### src/rtl/audio_sample_pacer.sv
// Purpose: paces multi-channel audio frames to a fractional-N sample rate derived from one clock.
// Latency: a frame pushed into an empty FIFO appears on out_data at the first sample tick after the push cycle.
// Backpressure: in_ready drops while the FIFO holds DEPTH frames; on a tick with an empty FIFO, underrun pulses.
// Optional statistics outputs (underrun_count, overflow_count) are built when AUDIO_PACER_STATS_EN is defined.
module audio_sample_pacer #(
    parameter int WIDTH         = 24,
    parameter int CHANNELS      = 2,
    parameter int DEPTH         = 8,
    parameter int ACC_WIDTH     = 32,
    parameter int UNDERRUN_ZERO = 0
) (
    input  logic                          clock,
    input  logic                          reset,
    input  logic [ACC_WIDTH-1:0]          rate_inc,
    input  logic [CHANNELS*WIDTH-1:0]     in_data,
    input  logic                          in_valid,
    output logic                          in_ready,
    output logic [CHANNELS*WIDTH-1:0]     out_data,
    output logic                          sample_tick,
    output logic                          audio_clk,
    output logic [$clog2(DEPTH):0]        fill,
    output logic                          underrun
`ifdef AUDIO_PACER_STATS_EN
    ,
    output logic [15:0]                   underrun_count,
    output logic [15:0]                   overflow_count
`endif
);

    localparam int FW = CHANNELS * WIDTH;
    localparam int PW = $clog2(DEPTH);
    localparam int CW = PW + 1;

    // The pointer arithmetic below relies on natural wrap, so DEPTH must be a power of two.
    if ((DEPTH < 2) || ((DEPTH & (DEPTH - 1)) != 0)) begin : g_depth_check
        $error("audio_sample_pacer: DEPTH must be a power of two and at least 2");
    end

    // ------------------------------------------------------------------
    // Phase accumulator: the carry out of the add is the sample tick.
    // ------------------------------------------------------------------
    logic [ACC_WIDTH-1:0] acc;
    logic [ACC_WIDTH:0]   acc_sum;
    logic [ACC_WIDTH-1:0] acc_next;
    logic                 tick;

    assign acc_sum  = {1'b0, acc} + {1'b0, rate_inc};
    assign acc_next = acc_sum[ACC_WIDTH-1:0];
    assign tick     = acc_sum[ACC_WIDTH];

    // Advance the phase every clock; audio_clk is the registered MSB so it falls on the carry.
    always_ff @(posedge clock) begin
        if (reset) begin
            acc       <= '0;
            audio_clk <= 1'b0;
        end else begin
            acc       <= acc_next;
            audio_clk <= acc_next[ACC_WIDTH-1];
        end
    end

    // ------------------------------------------------------------------
    // Frame FIFO
    // ------------------------------------------------------------------
    logic [FW-1:0] mem [DEPTH];
    logic [PW-1:0] wr_ptr;
    logic [PW-1:0] rd_ptr;
    logic          push_vld;
    logic          pop_vld;
    logic          fifo_empty;

    // Full is judged on the registered fill only, so a pop in the same cycle never frees a slot early.
    assign in_ready   = (fill != CW'(DEPTH));
    assign fifo_empty = (fill == '0);
    assign push_vld   = in_valid && in_ready;
    assign pop_vld    = tick && !fifo_empty;

    // Frame storage; contents need no reset because fill gates every read.
    always_ff @(posedge clock) begin
        if (push_vld) begin
            mem[wr_ptr] <= in_data;
        end
    end

    // Pointer and occupancy bookkeeping; a simultaneous push and pop leaves fill unchanged.
    always_ff @(posedge clock) begin
        if (reset) begin
            wr_ptr <= '0;
            rd_ptr <= '0;
            fill   <= '0;
        end else begin
            if (push_vld) begin
                wr_ptr <= wr_ptr + PW'(1);
            end
            if (pop_vld) begin
                rd_ptr <= rd_ptr + PW'(1);
            end
            case ({push_vld, pop_vld})
                2'b10:   fill <= fill + CW'(1);
                2'b01:   fill <= fill - CW'(1);
                default: fill <= fill;
            endcase
        end
    end

    // ------------------------------------------------------------------
    // Output stage: frame, strobe and underrun all update on the tick edge.
    // ------------------------------------------------------------------
    // A frame pushed on an underrun tick is only stored; it is presented on the following tick.
    always_ff @(posedge clock) begin
        if (reset) begin
            out_data    <= '0;
            sample_tick <= 1'b0;
            underrun    <= 1'b0;
        end else begin
            sample_tick <= tick;
            underrun    <= tick && fifo_empty;
            if (pop_vld) begin
                out_data <= mem[rd_ptr];
            end else if (tick && (UNDERRUN_ZERO != 0)) begin
                out_data <= '0;
            end
        end
    end

`ifdef AUDIO_PACER_STATS_EN
    // Saturating event counters for starved ticks and refused producer frames.
    always_ff @(posedge clock) begin
        if (reset) begin
            underrun_count <= '0;
            overflow_count <= '0;
        end else begin
            if (tick && fifo_empty && (underrun_count != 16'hFFFF)) begin
                underrun_count <= underrun_count + 16'd1;
            end
            if (in_valid && !in_ready && (overflow_count != 16'hFFFF)) begin
                overflow_count <= overflow_count + 16'd1;
            end
        end
    end
`endif

endmodule

### config.mk
export PLATFORM = sky130hd
export DESIGN_NAME = audio_sample_pacer
export DESIGN_NICKNAME = d
export VERILOG_FILES = /design/src/rtl/audio_sample_pacer.sv
export SDC_FILE = /design/constraint.sdc
export NUM_CORES = 1
export LEC_CHECK = 0
export ABC_AREA = 1
export BUFFER_PORTS_ARGS = -buffer_cell sky130_fd_sc_hd__buf_4
export CORE_ASPECT_RATIO = 0.5
export CORE_MARGIN = 4
export CORE_UTILIZATION = 47
export DETAILED_ROUTE_END_ITERATION = 7
export GPL_TIMING_DRIVEN = 0
export HOLD_SLACK_MARGIN = 0.05
export PLACE_DENSITY = 0.72
export SETUP_SLACK_MARGIN = 0.4
export SLEW_MARGIN = 20
export SYNTH_ARGS = -nofsm -noshare
export SYNTH_HDL_FRONTEND = slang
export SYNTH_SLANG_ARGS = --single-unit
export TNS_END_PERCENT = 1
### constraint.sdc
create_clock -name clock -period 3.5 [get_ports clock]
set_input_delay 0 -clock clock [delete_from_list [all_inputs] [get_ports clock]]
set_output_delay 0 -clock clock [all_outputs]
set_load 0.02 [all_outputs]
Word-level counts from Yosys, hierarchy flattened
Memory sizes are Yosys's and may differ from the RTL's. A register that Yosys moved wholly into a read port is not among the register bits.
Index checks and enable logic that the tools add are counted.
{"block": "word_totals", "elab_cells": 25, "ramBits": 384, "inputBits": 83, "register_bits": 45, "memories": 1, "out_inout_bits": 56}
{"name": "mem", "depth": 8, "width": 48, "read_ports": 1, "rd_ports_with_merged_regs": 1, "wr": 1, "line": "65", "rtl": "logic [FW-1:0] mem [DEPTH];"}
{"block": "op_classes", "mux": 3, "add_sub_neg": 5, "eq_ne": 3, "n_reduce_logical": 6}
{"cell": "$add A32 B32 Y33", "n": 1}
{"cell": "$pmux W4 S2", "n": 1}
{"cell": "$add A3 B1 Y3 const B", "n": 2}
{"cell": "$add A4 B1 Y4 const B", "n": 1}
{"cell": "$logic_not A4 Y1", "n": 1}
{"cell": "$ne A4 B4 Y1 const B", "n": 1}
{"cell": "$sub A4 B1 Y4 const B", "n": 1}
{"cell": "$logic_and A1 B1 Y1", "n": 3}
{"cell": "$eq A2 B1 Y1 const B", "n": 1}
{"cell": "$eq A2 B2 Y1 const B", "n": 1}
{"cell": "$mux W1", "n": 2}
{"cell": "$reduce_bool A2 Y1", "n": 1}
{"cell": "$logic_not A1 Y1", "n": 1}

Depth between registers and ports, before layout
{"block": "depth", "word_depth": 5, "ltp_mapped": 20, "mapped_depth_nobuf": 20}

Least setup slack after synthesis
OpenSTA, ideal clock, no wires.
{"block": "synth_timing", "path_kind": "register to register", "startpoint": "register fill[1]", "endpoint": "memory mem[0][0] (netlist bit) (enable)", "synth_period_minus_slack_ns": 3.628, "required_ns": 3.046, "slack_ns": -0.128, "setup_ns": 0.454, "t_arrival_ns": 3.174, "path_buffers": 0, "path_stages_with_launch": 7, "cell_sequence": "dfxtp_1 -> nor2_1 -> nand3_1 -> nand2_1 -> inv_1 -> nand2_1 -> nor2_1"}
{"block": "synth_between", "elab_chain_len": 4}
{"item": "start, declared", "line": "21", "rtl": "output logic [$clog2(DEPTH):0] fill,"}
{"item": "start signal, assigned", "line": "99", "rtl": "2'b10: fill <= fill + CW'(1);"}
{"item": "start signal, assigned", "line": "100", "rtl": "2'b01: fill <= fill - CW'(1);"}
{"item": "start signal, assigned", "line": "101", "rtl": "default: fill <= fill;"}
{"item": "$ne A4 B4 Y1", "line": "73", "rtl": "assign in_ready = (fill != CW'(DEPTH));"}
{"item": "named net in_ready", "line": "17", "rtl": "output logic in_ready,"}
{"item": "$logic_and A1 B1 Y1", "line": "75", "rtl": "assign push_vld = in_valid && in_ready;"}
{"item": "$mux W1", "line": "80", "rtl": "if (push_vld) begin"}
{"item": "$mux W1 (implied by the code)", "line": "81", "rtl": "mem[wr_ptr] <= in_data;"}
{"item": "end, declared", "line": "65"}
The timed path passes the listed nets, and every way through them passes these cells.

Final worst setup path
{"block": "layout_timing", "startpoint": "register acc[0]", "endpoint": "register fill[3]"}
{"block": "layout_between", "elab_chain_len": 4, "elab_cells_between_ends": 6, "cone_classes": "add/sub: 1; eq/ne: 2; mux: 1; reduce/logical: 2"}
{"item": "start, declared", "line": "42", "rtl": "logic [ACC_WIDTH-1:0] acc;"}
{"item": "start signal, assigned", "line": "57", "rtl": "acc <= acc_next;"}
{"item": "$add A32 B32 Y33 (*)", "line": "47", "rtl": "assign acc_sum = {1'b0, acc} + {1'b0, rate_inc};"}
{"item": "$logic_and A1 B1 Y1 (*)", "line": "76", "rtl": "assign pop_vld = tick && !fifo_empty;"}
{"item": "named net pop_vld", "line": "69", "rtl": "logic pop_vld;"}
{"item": "$eq A2 B1 Y1 / $eq A2 B2 Y1 (equally long branches)", "line": "98", "rtl": "case ({push_vld, pop_vld})"}
{"item": "$pmux W4 S2 / $reduce_bool A2 Y1 (equally long branches)"}
Mark *: on every way through the listed nets, which the timed path passes. The rest lies on a longest branch.
A chain may end at the register's enable or synchronous reset.

==> key figures <==
Synth
  – Ys async rst share: 0%
  – Synth Instances: around 2.1k
  – Ys Warns: 0
  – Post-synth top flop: edfxtp_1
  – EDFF count, synth: ~380
  – Synth cell types: 33
  – FF+latch count, synth: 476
  – Post-synthesis sequential area ratio: between 60 and 70%
  – Synth Area per Inst: 9.89 µm²
  – Synthesized area: between 0.02 and 0.025 mm²
  – Syn nets: roughly 2.2k

Route
  – DRC: 0
  – Routed WL: between 50,000 and 60,000 µm
  – Iteration count of the initial detailed-routing pass: 7
  – ANT nets after route: 0
  – Post-DR vias/cell: 5.37
  – Via count: 16.0k
  – DRT iter0 DRCs: 1,514
  – Avg WL per Cell: 18.2 µm

Clock network
  – Skew-Pair Late Insertion Delay: 570 ps
  – Clk sinks: about 480
  – Clock slew at reported path FFs: 60 ps
  – TritonCTS clock tree: yes
  – Clk buf depth: 3
  – Setup Fix Bufs, Post-CTS: 0
  – H-tree Lvls: 2
  – Root Buffer: clkbuf_16
  – Num CTS Buffers: 43

Final layout
  – Fin nets: 2,492
  – Share of cells above drive strength 1: 11.8%
  – Final Instance Area: approximately 0.025 mm²
  – P&R area growth vs syn: 21.4%
  – Fillcell total: roughly 3.5k
  – # diodes: 0

STA
  – Final Cycle Share: 83.5%
  – Tightest Pin Transition: 760 ps
  – Max-slew violations: 0
  – Period minus WS final: 2920 ps
  – Worst setup margin: 577 ps
  – Final setup violation count: 0
  – Rel. slew slack: between 40% and 50%
  – Achievable Freq: 342 MHz
  – Fin Setup TNS: 0 ps
  – Clk_skew: 26.9 ps
  – Hold Fails Final Rpt: 0
  – RSZ-0062 raised after global routing: no

Die
  – Die span in y: 156 µm
  – Die area: 0.0475 mm²
  – I/O pin cnt: 139
  – Core Area: 0.0427 mm²
  – Cell Rows: 53
  – Width of the die: 304 µm
  – Initial core utilization: 48.3%

Placement
  – Area after DPL: 0.0229 mm²
  – Final HPWL DP: 35,600 µm
  – Final GP Congestion: 0.867
  – Port Buffers: 137
  – DP Worst Slack: 326 ps

Power and ir drop
  – Leakage: about 10 nW
  – Max VDD drop: approximately 0.41 mV
  – Final Total Pwr: ~19 mW
  – Pwr Density: 763 mW/mm²

Critical path
  – Crit path arrival time: 3380 ps
  – Crit-path max FO: 4
  – CP Capture Type: flop
  – Buf/Inv on CP: 0
  – Setup crit start kind: flop
  – CP required: 3950 ps
  – Most used cell, CP: nand2_1
  – Crit path cell chain: ha_1 -> fa_1 -> nand2_1 -> nand2_2 -> nand3_2 -> nand2_2 -> nand2_1 -> nand2_2 -> nand2_4 -> a21oi_1 -> ha_2 -> ha_1 -> nand2_1 -> nand2_1 -> a21oi_2 -> nor2_1 -> nor2_1 -> nand2_1 -> o21ai_1 -> a21oi_1
  – Crit-path slowest cell: fa_1
  – Worst Setup Path Type: reg -> reg
  – CP delay by family, top: adder cells
  – CP peak stage delay: ~400 ps

GRT
  – First-pass GRT wire length: 84,100 µm
  – GR Util All Layers: 22.6%
  – Initial antenna violation count: 0
  – Grt ovf: 0
  – Largest net degree at the start of global routing: 23
  – Vias in the first global route: 15.4k

Flow run
  – Max-cap violations: 0

Outcome
  – Status: complete, no violations

Worst hold path
  – HP Class: in -> reg
## Yosys cell counts, types with 2 or more instances
library cell	number	area [µm²]
fa_1	2	40.0
ha_1	37	463
edfxtp_1	384	11500
nand3_1	356	1780
o21ai_0	25	125
inv_1	144	541
xnor2_1	2	17.5
buf_2	27	135
dfxtp_1	92	1840
a21oi_2	12	105
nand2_2	7	43.8
buf_6	6	67.6
nand2_1	661	2480
clkbuf_1	57	214
nor2_2	3	18.8
a21oi_1	99	495
o21bai_1	6	45.0
inv_2	2	7.51
nor2_1	133	499
a21o_1	2	15.0
buf_1	15	56.3
nor3_1	4	20.0
## logic make-up (layout without fill, tap and decap cells)
group	count (synthesis)	count (layout)	share of synthesized area [%]
simple gates	1170	1170	23.7
flops	476	476	64.8
buf+inv	254	571	5.13
compound gates	146	146	3.88
fa+ha+maj	39	39	2.44
xor+xnor	2	2	0.0849
## metrics by stage
step | hold slack [ps] | utilization [%] | instances
2_1_floorplan | 98.9 | - | 2087
3_3_place_gp | 232 | 52.4 | 2801
3_5_place_dp | 232 | 53.5 | 2818
4_1_cts | 179 | 58.7 | 2981
5_1_grt | 197 | 58.7 | 2981
6_report | 201 | 58.7 | 2981
## registers in the layout, indices dropped and copies added, names as in the netlist
register	cells
wr_ptr	3
rd_ptr	3
out_data	48
sample_tick	1
mem	384
acc	31
fill	4
underrun	1
audio_clk	1
## layout make-up
cell class                 instances  area [µm²]  area share (%)
buffer                           107         510            2.04
timing repair buffer             238        2280            9.08
clock inverter                    27         235           0.938
inverter                         147         552            2.20
multi-input combinational       1357        6290            25.1
tap                              577         722            2.88
clock buffer                      52        1110            4.43
sequential                       476       13400            53.3
## where the power goes
group	internal (mW)	switching [mW]	total, mW
registers	6.73	0.270	7.00
clock network	2.51	2.12	4.63
logic	2.40	5.08	7.49
## routing by layer
layer | vias up | wire length, µm | global-route usage (%)
li1 | 7623 | - | -
met1 | 7569 | 22300 | 29.9
met2 | 707 | 26000 | 38.9
met3 | 105 | 4740 | 3.73
met4 | 0 | 1310 | 6.47
met5 | - | 0 | 0
## placed cells by master, fill, tap and decap left out, types with 36 or more instances in the layout
master	instances
buf_4	137
clkbuf_1	64
ha_1	36
a21oi_1	98
inv_1	144
edfxtp_1	384
clkbuf_16	43
dlygate4sd3_1	84
nand2_1	660
nor2_1	125
nand3_1	356
dfxtp_1	92
## repair_timing
item / in CTS / in global routing
endpoints found under the setup margin: 1 / 1
gates resized for setup: 1 / 5
hold buffers: 84 / 0
hold endpoints to repair: 421 / 0
cloned: 0 / 0
## final timing paths
| kind | start | to | slack (ps) | cells after the start |
|---|---|---|---|---|
| hold / removal | in_data[21] | mem[4][21]$_DFFE_PP_ | 200 | 2 |
| setup / recovery | acc[0]$_SDFF_PP0_ | fill[3]$_SDFFE_PP0P_ | 580 | 20 |
| hold reg to reg | out_data[7]$_SDFFE_PP0P_ | out_data[7]$_SDFFE_PP0P_ | 480 | 2 |
| setup reg to reg | acc[0]$_SDFF_PP0_ | fill[3]$_SDFFE_PP0P_ | 580 | 20 |
Power figures use the tool's default switching activity.
